[config.mk]
export PLATFORM = sky130hd
export DESIGN_NAME = clkdiv_rate_ctrl
export DESIGN_NICKNAME = d
export VERILOG_FILES = /design/src/rtl/clkdiv_pkg.sv /design/src/rtl/clkdiv_core.sv /design/src/rtl/clkdiv_rate_ctrl.sv
export SDC_FILE = /design/constraint.sdc
export NUM_CORES = 1
export LEC_CHECK = 0
export ABC_AREA = 1
export CAP_MARGIN = 25
export CORE_MARGIN = 1.5
export CORE_UTILIZATION = 25
export DETAILED_ROUTE_END_ITERATION = 7
export PLACE_DENSITY = 0.39
export SETUP_SLACK_MARGIN = 0.15
export SLEW_MARGIN = 0
export SYNTH_ARGS = -nofsm -noshare
export SYNTH_HDL_FRONTEND = slang
export SYNTH_SLANG_ARGS = --single-unit
[constraint.sdc]
create_clock -name clock_in -period 10.1 [get_ports clock_in]
set_input_delay 2.525 -clock clock_in [delete_from_list [all_inputs] [get_ports clock_in]]
set_output_delay 2.525 -clock clock_in [all_outputs]
set_load 0.05 [all_outputs]
[src/rtl/clkdiv_pkg.sv]
// clkdiv_pkg: shared types and defaults for the clkdiv_rate_ctrl slice.
//   state_t   : controller states IDLE / RUN / PEND (2-bit)
//   DIV_W_DEF : default divider counter width
//   SEL_W     : divisor select width
package clkdiv_pkg;

  localparam int unsigned DIV_W_DEF = 28;
  localparam int unsigned SEL_W     = 2;

  typedef enum logic [1:0] {
    IDLE = 2'd0,
    RUN  = 2'd1,
    PEND = 2'd2
  } state_t;

endpackage

[src/rtl/clkdiv_core.sv]
// clkdiv_core: embedded 50%-duty divider counter with wrap detect and
// registered clock/tick outputs.
//   i_clk, i_rst : clock, synchronous active-high reset
//   i_run        : divider runs in the coming cycle
//   i_div        : divisor in force for the coming cycle
//   o_wrap       : current cycle is the last cycle of the period
//   o_clk        : divided clock (high for floor(div/2) cycles per period)
//   o_tick       : one-cycle pulse on the first cycle of each period
module clkdiv_core
  import clkdiv_pkg::*;
#(
  parameter int unsigned DIV_W = DIV_W_DEF
) (
  input  logic             i_clk,
  input  logic             i_rst,
  input  logic             i_run,
  input  logic [DIV_W-1:0] i_div,
  output logic             o_wrap,
  output logic             o_clk,
  output logic             o_tick
);

  logic             r_run;
  logic [DIV_W-1:0] r_div;
  logic [DIV_W-1:0] r_count;
  logic             r_clk;
  logic             r_tick;
  logic [DIV_W-1:0] w_count_next;

  // >= keeps the wrap safe if the divisor in force ever shrinks below count
  always_comb begin
    o_wrap       = r_run && (r_count >= r_div - DIV_W'(1));
    w_count_next = '0;
    if (i_run && r_run && !o_wrap) begin
      w_count_next = r_count + DIV_W'(1);
    end
  end

  always_ff @(posedge i_clk) begin
    if (i_rst) begin
      r_run   <= 1'b0;
      r_div   <= '0;
      r_count <= '0;
      r_clk   <= 1'b0;
      r_tick  <= 1'b0;
    end else begin
      r_run   <= i_run;
      r_div   <= i_div;
      r_count <= w_count_next;
      r_clk   <= i_run && (w_count_next < (i_div >> 1));
      r_tick  <= i_run && (w_count_next == '0);
    end
  end

  assign o_clk  = r_clk;
  assign o_tick = r_tick;

endmodule

[src/rtl/clkdiv_rate_ctrl.sv]
// clkdiv_rate_ctrl: run/stop and rate-select controller for a 50%-duty
// clock divider; rate changes and stops land only on period boundaries.
//   clock_in, reset       : clock, synchronous active-high reset
//   enable                : 1 = run, 0 = stop at end of current period
//   cfg_valid/sel/ready   : divisor-select request handshake
//   clock_out, tick       : divided clock, first-cycle-of-period pulse
//   busy, active_sel      : not idle, divisor index in use
//   period_cnt            : saturating tick count since last rate change,
//                           present only with CLKDIV_RATE_CTRL_STATUS_EN
module clkdiv_rate_ctrl
  import clkdiv_pkg::*;
#(
  parameter int unsigned      DIV_W = DIV_W_DEF,
  parameter logic [DIV_W-1:0] DIV0  = 28'd20000000,
  parameter logic [DIV_W-1:0] DIV1  = 28'd10000000,
  parameter logic [DIV_W-1:0] DIV2  = 28'd50000000,
  parameter logic [DIV_W-1:0] DIV3  = 28'd100000000
) (
  input  logic             clock_in,
  input  logic             reset,
  input  logic             enable,
  input  logic             cfg_valid,
  input  logic [SEL_W-1:0] cfg_sel,
  output logic             cfg_ready,
  output logic             clock_out,
  output logic             tick,
  output logic             busy,
  output logic [SEL_W-1:0] active_sel
`ifdef CLKDIV_RATE_CTRL_STATUS_EN
  ,
  output logic [15:0]      period_cnt
`endif
);

  state_t           r_state;
  state_t           w_state_next;
  logic [SEL_W-1:0] r_active_sel;
  logic [SEL_W-1:0] r_pend_sel;
  logic [SEL_W-1:0] w_sel_next;
  logic [SEL_W-1:0] w_pend_next;
  logic [DIV_W-1:0] w_div_next;
  logic             w_accept;
  logic             w_wrap;
  logic             w_tick;

  always_comb begin
    cfg_ready = (r_state != PEND);
    busy      = (r_state != IDLE);
    w_accept  = cfg_valid && cfg_ready;
  end

  always_comb begin
    w_state_next = r_state;
    w_sel_next   = r_active_sel;
    w_pend_next  = r_pend_sel;
    unique case (r_state)
      IDLE: begin
        if (w_accept) w_sel_next = cfg_sel;
        if (enable)   w_state_next = RUN;
      end
      RUN: begin
        if (w_wrap) begin
          if (w_accept) w_sel_next = cfg_sel;
          w_state_next = enable ? RUN : IDLE;
        end else if (w_accept) begin
          w_pend_next  = cfg_sel;
          w_state_next = PEND;
        end
      end
      PEND: begin
        if (w_wrap) begin
          w_sel_next   = r_pend_sel;
          w_state_next = enable ? RUN : IDLE;
        end
      end
      default: w_state_next = IDLE;
    endcase
  end

  // the divisor follows the next selection so a switched period starts on the new rate
  always_comb begin
    unique case (w_sel_next)
      2'd0:    w_div_next = DIV0;
      2'd1:    w_div_next = DIV1;
      2'd2:    w_div_next = DIV2;
      default: w_div_next = DIV3;
    endcase
  end

  always_ff @(posedge clock_in) begin
    if (reset) begin
      r_state      <= IDLE;
      r_active_sel <= '0;
      r_pend_sel   <= '0;
    end else begin
      r_state      <= w_state_next;
      r_active_sel <= w_sel_next;
      r_pend_sel   <= w_pend_next;
    end
  end

  clkdiv_core #(
    .DIV_W (DIV_W)
  ) u_core (
    .i_clk  (clock_in),
    .i_rst  (reset),
    .i_run  (w_state_next != IDLE),
    .i_div  (w_div_next),
    .o_wrap (w_wrap),
    .o_clk  (clock_out),
    .o_tick (w_tick)
  );

  assign tick       = w_tick;
  assign active_sel = r_active_sel;

`ifdef CLKDIV_RATE_CTRL_STATUS_EN
  logic        w_apply;
  logic [15:0] r_period_cnt;

  always_comb begin
    w_apply = (w_accept && ((r_state == IDLE) || w_wrap)) ||
              ((r_state == PEND) && w_wrap);
  end

  always_ff @(posedge clock_in) begin
    if (reset || w_apply) begin
      r_period_cnt <= '0;
    end else if (w_tick && (r_period_cnt != '1)) begin
      r_period_cnt <= r_period_cnt + 16'd1;
    end
  end

  assign period_cnt = r_period_cnt;
`endif

endmodule
# --- Word-level counts from Yosys, hierarchy flattened ---
# Index checks and enable logic that the tools add are counted.
# W data, S select, Z words.
op_classes:
  add_sub_neg: 2
  magnitude_cmp: 2
  eq_ne: 5
  n_mux: 12
  n_bitwise: 1
  reduce_logical: 13
ops:
  columns: ["cell", "n"]
  rows:
  - ["$pmux W27 S3", 1]
  - ["$add A28 B1 Y28 const B", 1]
  - ["$ge A28 B28 Y1", 1]
  - ["$logic_not A28 Y1", 1]
  - ["$lt A28 B26 Y1", 1]
  - ["$mux W28", 1]
  - ["$sub A28 B1 Y28 const B", 1]
  - ["$mux W2", 7]
  - ["$pmux W2 S3", 2]
  - ["$logic_and A1 B1 Y1", 6]
  - ["$eq A2 B1 Y1 const B", 2]
  - ["$eq A2 B2 Y1 const B", 2]
  - ["$logic_not A2 Y1", 2]
  - ["$reduce_bool A2 Y1", 2]
  - ["$reduce_and A3 Y1", 1]
  - ["$ne A2 B2 Y1 const B", 1]
  - ["$logic_not A1 Y1", 1]
  - ["$mux W1", 1]
  - ["$not A1 Y1", 1]
totals:
  regBits: 65
  input_bits: 6
  output_inout_bits: 6
  word_cells: 43

# --- Logic depth before layout (Yosys ltp) ---
logic_depth:
  ltp_word: 11
  mapped_depth: 36

# --- By module ---
# A second synthesis with hierarchy kept.
unflattened:
  cells_unflattened: 744
  hier_area_um2: 5078.6
by_module_without_submodules:
  columns: ["module", "instances", "cells_each", "area_per_inst_um2", "seq_area_each_um2"]
  rows:
  - ["clkdiv_core", 1, 662, 4559.4, 1181.1]
  - ["clkdiv_rate_ctrl", 1, 82, 519.2, 120.1]

# --- Worst setup path after synthesis ---
# Ideal clock, no wire load.
synth_path:
  path_type: "input to register"
  startpoint: "in cfg_valid"
  endpoint: "reg u_core.r_clk, in the netlist u_core.o_clk"
  setup_ps: 66
  t_arrival_ps: 5022
  t_required_ps: 10034
  path_slack_ps: 5012
  stages: 18
  n_path_buf: 0
  cell_sequence: "nand2_1 -> mux2_2 -> nor2_1 -> o21ai_0 -> nand2_1 -> o211ai_1 -> o21ai_0 -> inv_1 -> ha_1 -> inv_1 -> ha_1 -> a21oi_1 -> o21ai_0 -> a221oi_1 -> nand2_1 -> nor2_1 -> nand2_1 -> a21oi_2"
synth_via:
  elab_cells_between_ends: 17
synth_rtl:
  columns: ["element", "line", "rtl"]
  rows:
  - ["start: declaration", "clkdiv_rate_ctrl.sv:22", "input logic cfg_valid,"]
  - ["$logic_and A1 B1 Y1 *", "clkdiv_rate_ctrl.sv:49", "w_accept = cfg_valid && cfg_ready;"]
  - ["$mux W2 *", "clkdiv_rate_ctrl.sv:58, clkdiv_rate_ctrl.sv:63", null]
  - ["$mux W2", "clkdiv_rate_ctrl.sv:62", "if (w_wrap) begin"]
  - ["$pmux W2 S3 *", "clkdiv_rate_ctrl.sv:56", "unique case (r_state)"]
  - ["via w_sel_next[0]", "clkdiv_rate_ctrl.sv:39", "logic [SEL_W-1:0] w_sel_next;"]
  - ["$eq A2 B2 Y1, or another cell as far along", "clkdiv_rate_ctrl.sv:82", "unique case (w_sel_next)"]
  - ["$pmux W27 S3 *", "clkdiv_rate_ctrl.sv:82", null]
  - ["via u_core.i_div[16]", "clkdiv_core.sv:17", "input logic [DIV_W-1:0] i_div,"]
  - ["$lt A28 B26 Y1 *", "clkdiv_core.sv:50", "r_clk <= i_run && (w_count_next < (i_div >> 1));"]
  - ["$logic_and A1 B1 Y1 *", "clkdiv_core.sv:50", null]
  - ["end signal: assignment", "clkdiv_core.sv:50", null]
  - ["end: declaration", "clkdiv_core.sv:26", "logic r_clk;"]
# Mark *: on every way through the listed nets, which the timed path passes. The rest lies on a longest branch.
# A chain may end at the register's enable or synchronous reset.

# --- Worst setup path in the final report ---
# Ends and elaborated chain as after synthesis.

==> results_dict.tcl <==
set metrics [dict create \
    run_status "completed" \
    initial_core_util_pct 25.5 \
    clk_pin_slew_worst_paths_ps 60 \
    drtPass1Iterations 4 \
    p_per_area_nw_per_um2 128 \
    synth_flop_cell "dfxtp_1" \
    synth_cell_types 37 \
    antenna_found_initial 0 \
    synth_nets 596 \
    area_growth_pct 12.6 \
    grt_pass1_wl_um 17300 \
    slowest_stage "clkdlybuf4s50_1" \
    drt_iter0_markers 128 \
    synth.ff_latch_count 48 \
    final-seq-area_um2 961 \
    leakagePower_nw 1.90 \
    hold_viol_final 0 \
    fmax_ghz 0.178 \
    place_area_um2 3970 \
    synth_cells 543 \
    cts_num_sinks 48 \
    rsz0062_at_grt "false" \
    drive_gt1_share_pct 5.23 \
    gp_congestion 0.852 \
    grt.total_usage_pct 14.1 \
    cts_setup_buffers 0 \
    drcViolationCount 0 \
    critPathKind "primary input to register" \
    worstPathArrival_ps 5830 \
    core_area_um2 14400 \
    insertedDiodeCount 0 \
    port_buffers 11 \
    worstHoldPathType "register to register" \
    path_cells "clkdlybuf4s50_1, nand2_1, mux2_2, nor2_1, o21ai_0, nand2_1, o211ai_1, o21ai_0, inv_1, ha_1, inv_1, ha_1, a21oi_1, o21ai_0, a221oi_1, nand2_1, nor2_1, nand2_1, a21oi_2" \
    worst_pin_slew_ps 579 \
    rows 44 \
    synth_compound_area_share_pct 8.21 \
    setup.worst_path.start_class "primary input" \
    endpoint_kind "register" \
    multiInputGateArea_um2 2370 \
    wire_per_inst_um 14.3 \
    hold_buffers 0 \
    via_count 3397 \
    syn_avg_cell_area_um2 6.76 \
    final_nets 606 \
    grt_max_degree 45 \
    die_h_um 124 \
    synth_mux_area_share_pct 0.307 \
    crit_required_ps 10330 \
    synth_fa_ha_area_share_pct 16.0 \
    setup_viol 0 \
    crit_buf_inv 3 \
    die_area_um2 15400 \
    tns_ps 0 \
    final_cells 738 \
    ant_nets 0 \
    swShare_pct 32.2 \
    period_minus_slack_ps 5610 \
    synth_xor_area_share_pct 6.44 \
    p_int_mw 0.358 \
    ir_drop_mv 0.0686 \
    io_pins 12 \
    cap_violations 0 \
    cts_resized 0 \
    numCtsBuffers 5 \
    slew_headroom_pct 61.0 \
    async_flop_share_pct 0 \
    grt_pass1_vias 3234 \
    grt-ovfl-total 0 \
    clock_latency_ps 290 \
    cts_max_path_buffers 2 \
    yosys.area_share.simple_pct 33.7 \
    yosys-top-cells-area "dfxtp_1 (26%), ha_1 (16%), nand2_1 (11%)" \
    synthTopCellsByCount "nand2_1 (103), nor2_1 (96), inv_1 (73)" \
    clock_skew_ps 7.47 \
    yosysTopAreaCell "dfxtp_1" \
    synth_seq_area_share_pct 26.2 \
    p_clk_share_pct 36.1 \
    cts_tree "done" \
    fillers 1624 \
    max_stage_delay_ps 420 \
    seqPwrFrac_pct 39.5 \
    critical-path-top-delay-family "compound AO/OA/AOI/OAI gates" \
    dp.final_hpwl_um 8590 \
    synth_top_area_share_pct 26.2 \
    maxSlewViolCount 0 \
    synth_edf_count 0 \
    cts_max_level 2 \
    p_switching_mw 0.170 \
    place_inst 730 \
    worstPathMaxFanout 5 \
    syn_area_um2 3670 \
    comb_power_share_pct 24.4 \
    final_area_um2 4140 \
    drt_wl_total_um 10500 \
    die_w_um 124 \
    period_share_pct 55.5 \
    yosys_warnings 0 \
    cts-root-buf "clkbuf_16" \
    yosysMostFrequentCell "nand2_1" \
    synth_top_family_by_area "simple AND/OR/NAND/NOR gates" \
    crit_path_frequent_cell "nand2_1" \
    vias_per_cell 4.60 \
]
-- metrics by stage --
stage / util [%] / setup slack (ps) / hold WS, ps / power (mW)
6_report: 28.7 / 4490 / 499 / 0.529
3_5_place_dp: 27.5 / 4170 / 490 / 0.343
4_1_cts: 28.7 / 4450 / 499 / 0.536
2_1_floorplan: - / 5010 / 449 / 0.306
5_1_grt: 28.7 / 3890 / 515 / 0.564
3_3_place_gp: 27.5 / 4290 / 483 / 0.342
-- worst reg2reg max path, delay by kind of cell (launching register included) --
| family | cells | cell delay (ps) |
|---|---|---|
| AOI/OAI and AO/OA | 7 | 1030 |
| adders and majority gates | 4 | 1170 |
| buffers and inverters | 6 | 760 |
| and+or+nand+nor | 15 | 2080 |
| DFF | 1 | 440 |
-- final cells by class --
class                   instances  area share [%]
clock buffers                   5            3.02
clock inverters                 3            1.03
inverters                      75            6.93
multi-input cells             411            57.4
flip-flops and latches         48            23.2
well taps                     184            5.57
repair buffers                 12            2.84
-- sequential cells by signal, summed over array words and instances (netlist names) --
name	flops
u_core.r_count	28
r_state	2
active_sel	2
u_core.o_clk	1
u_core.r_run	1
u_core.r_div	11
u_core.o_tick	1
r_pend_sel	2
-- worst paths after layout --
path | from | endpoint | slack, ps | depth (start not counted)
worst max-delay path | cfg_valid | u_core.o_clk | 4490 | 19
worst min register to register | u_core.r_count[0] | u_core.r_count[0] | 500 | 1
worst max register to register | u_core.r_div[19] | u_core.o_clk | 4550 | 32
worst min-delay path | u_core.r_count[0] | u_core.r_count[0] | 500 | 1
-- power by group through the flow --
stage               clock network (mW)  logic, mW  registers, mW
global route                     0.204      0.150          0.210
finish                           0.191      0.129          0.209
floorplan                            0     0.0936          0.213
detailed placement                   0      0.130          0.213
CTS                              0.196      0.131          0.209
global placement                     0      0.129          0.213
-- logic make-up after synthesis --
logic type,Yosys count
buffers and inverters,84
XOR/XNOR,27
AND/OR/NAND/NOR,283
multiplexers,1
AO/OA/AOI/OAI,53
flip-flops,48
adder cells (fa/ha/maj),47
-- placed cells by master (no fill, tap or decap), drive strengths merged, types with 2 or more instances in the layout --
master	count
o211ai	2
xnor2	7
inv	75
a21oi	21
clkdlybuf4s50	11
ha	47
xor2	20
nor2	101
a31oi	3
nand4	6
nand3	28
o21a	2
o21ai	20
nand2	106
nor4	2
a21o	2
clkbuf	5
dfxtp	48
nor3	39
-- metal layers --
metal	track usage, %	up-vias	wire (um)
met4	4.12	0	190
met1	20.1	1557	5410
li1	-	1765	-
met5	0	-	0
met2	22.5	64	4660
met3	1.47	11	292
Power figures use the tool's default switching activity.
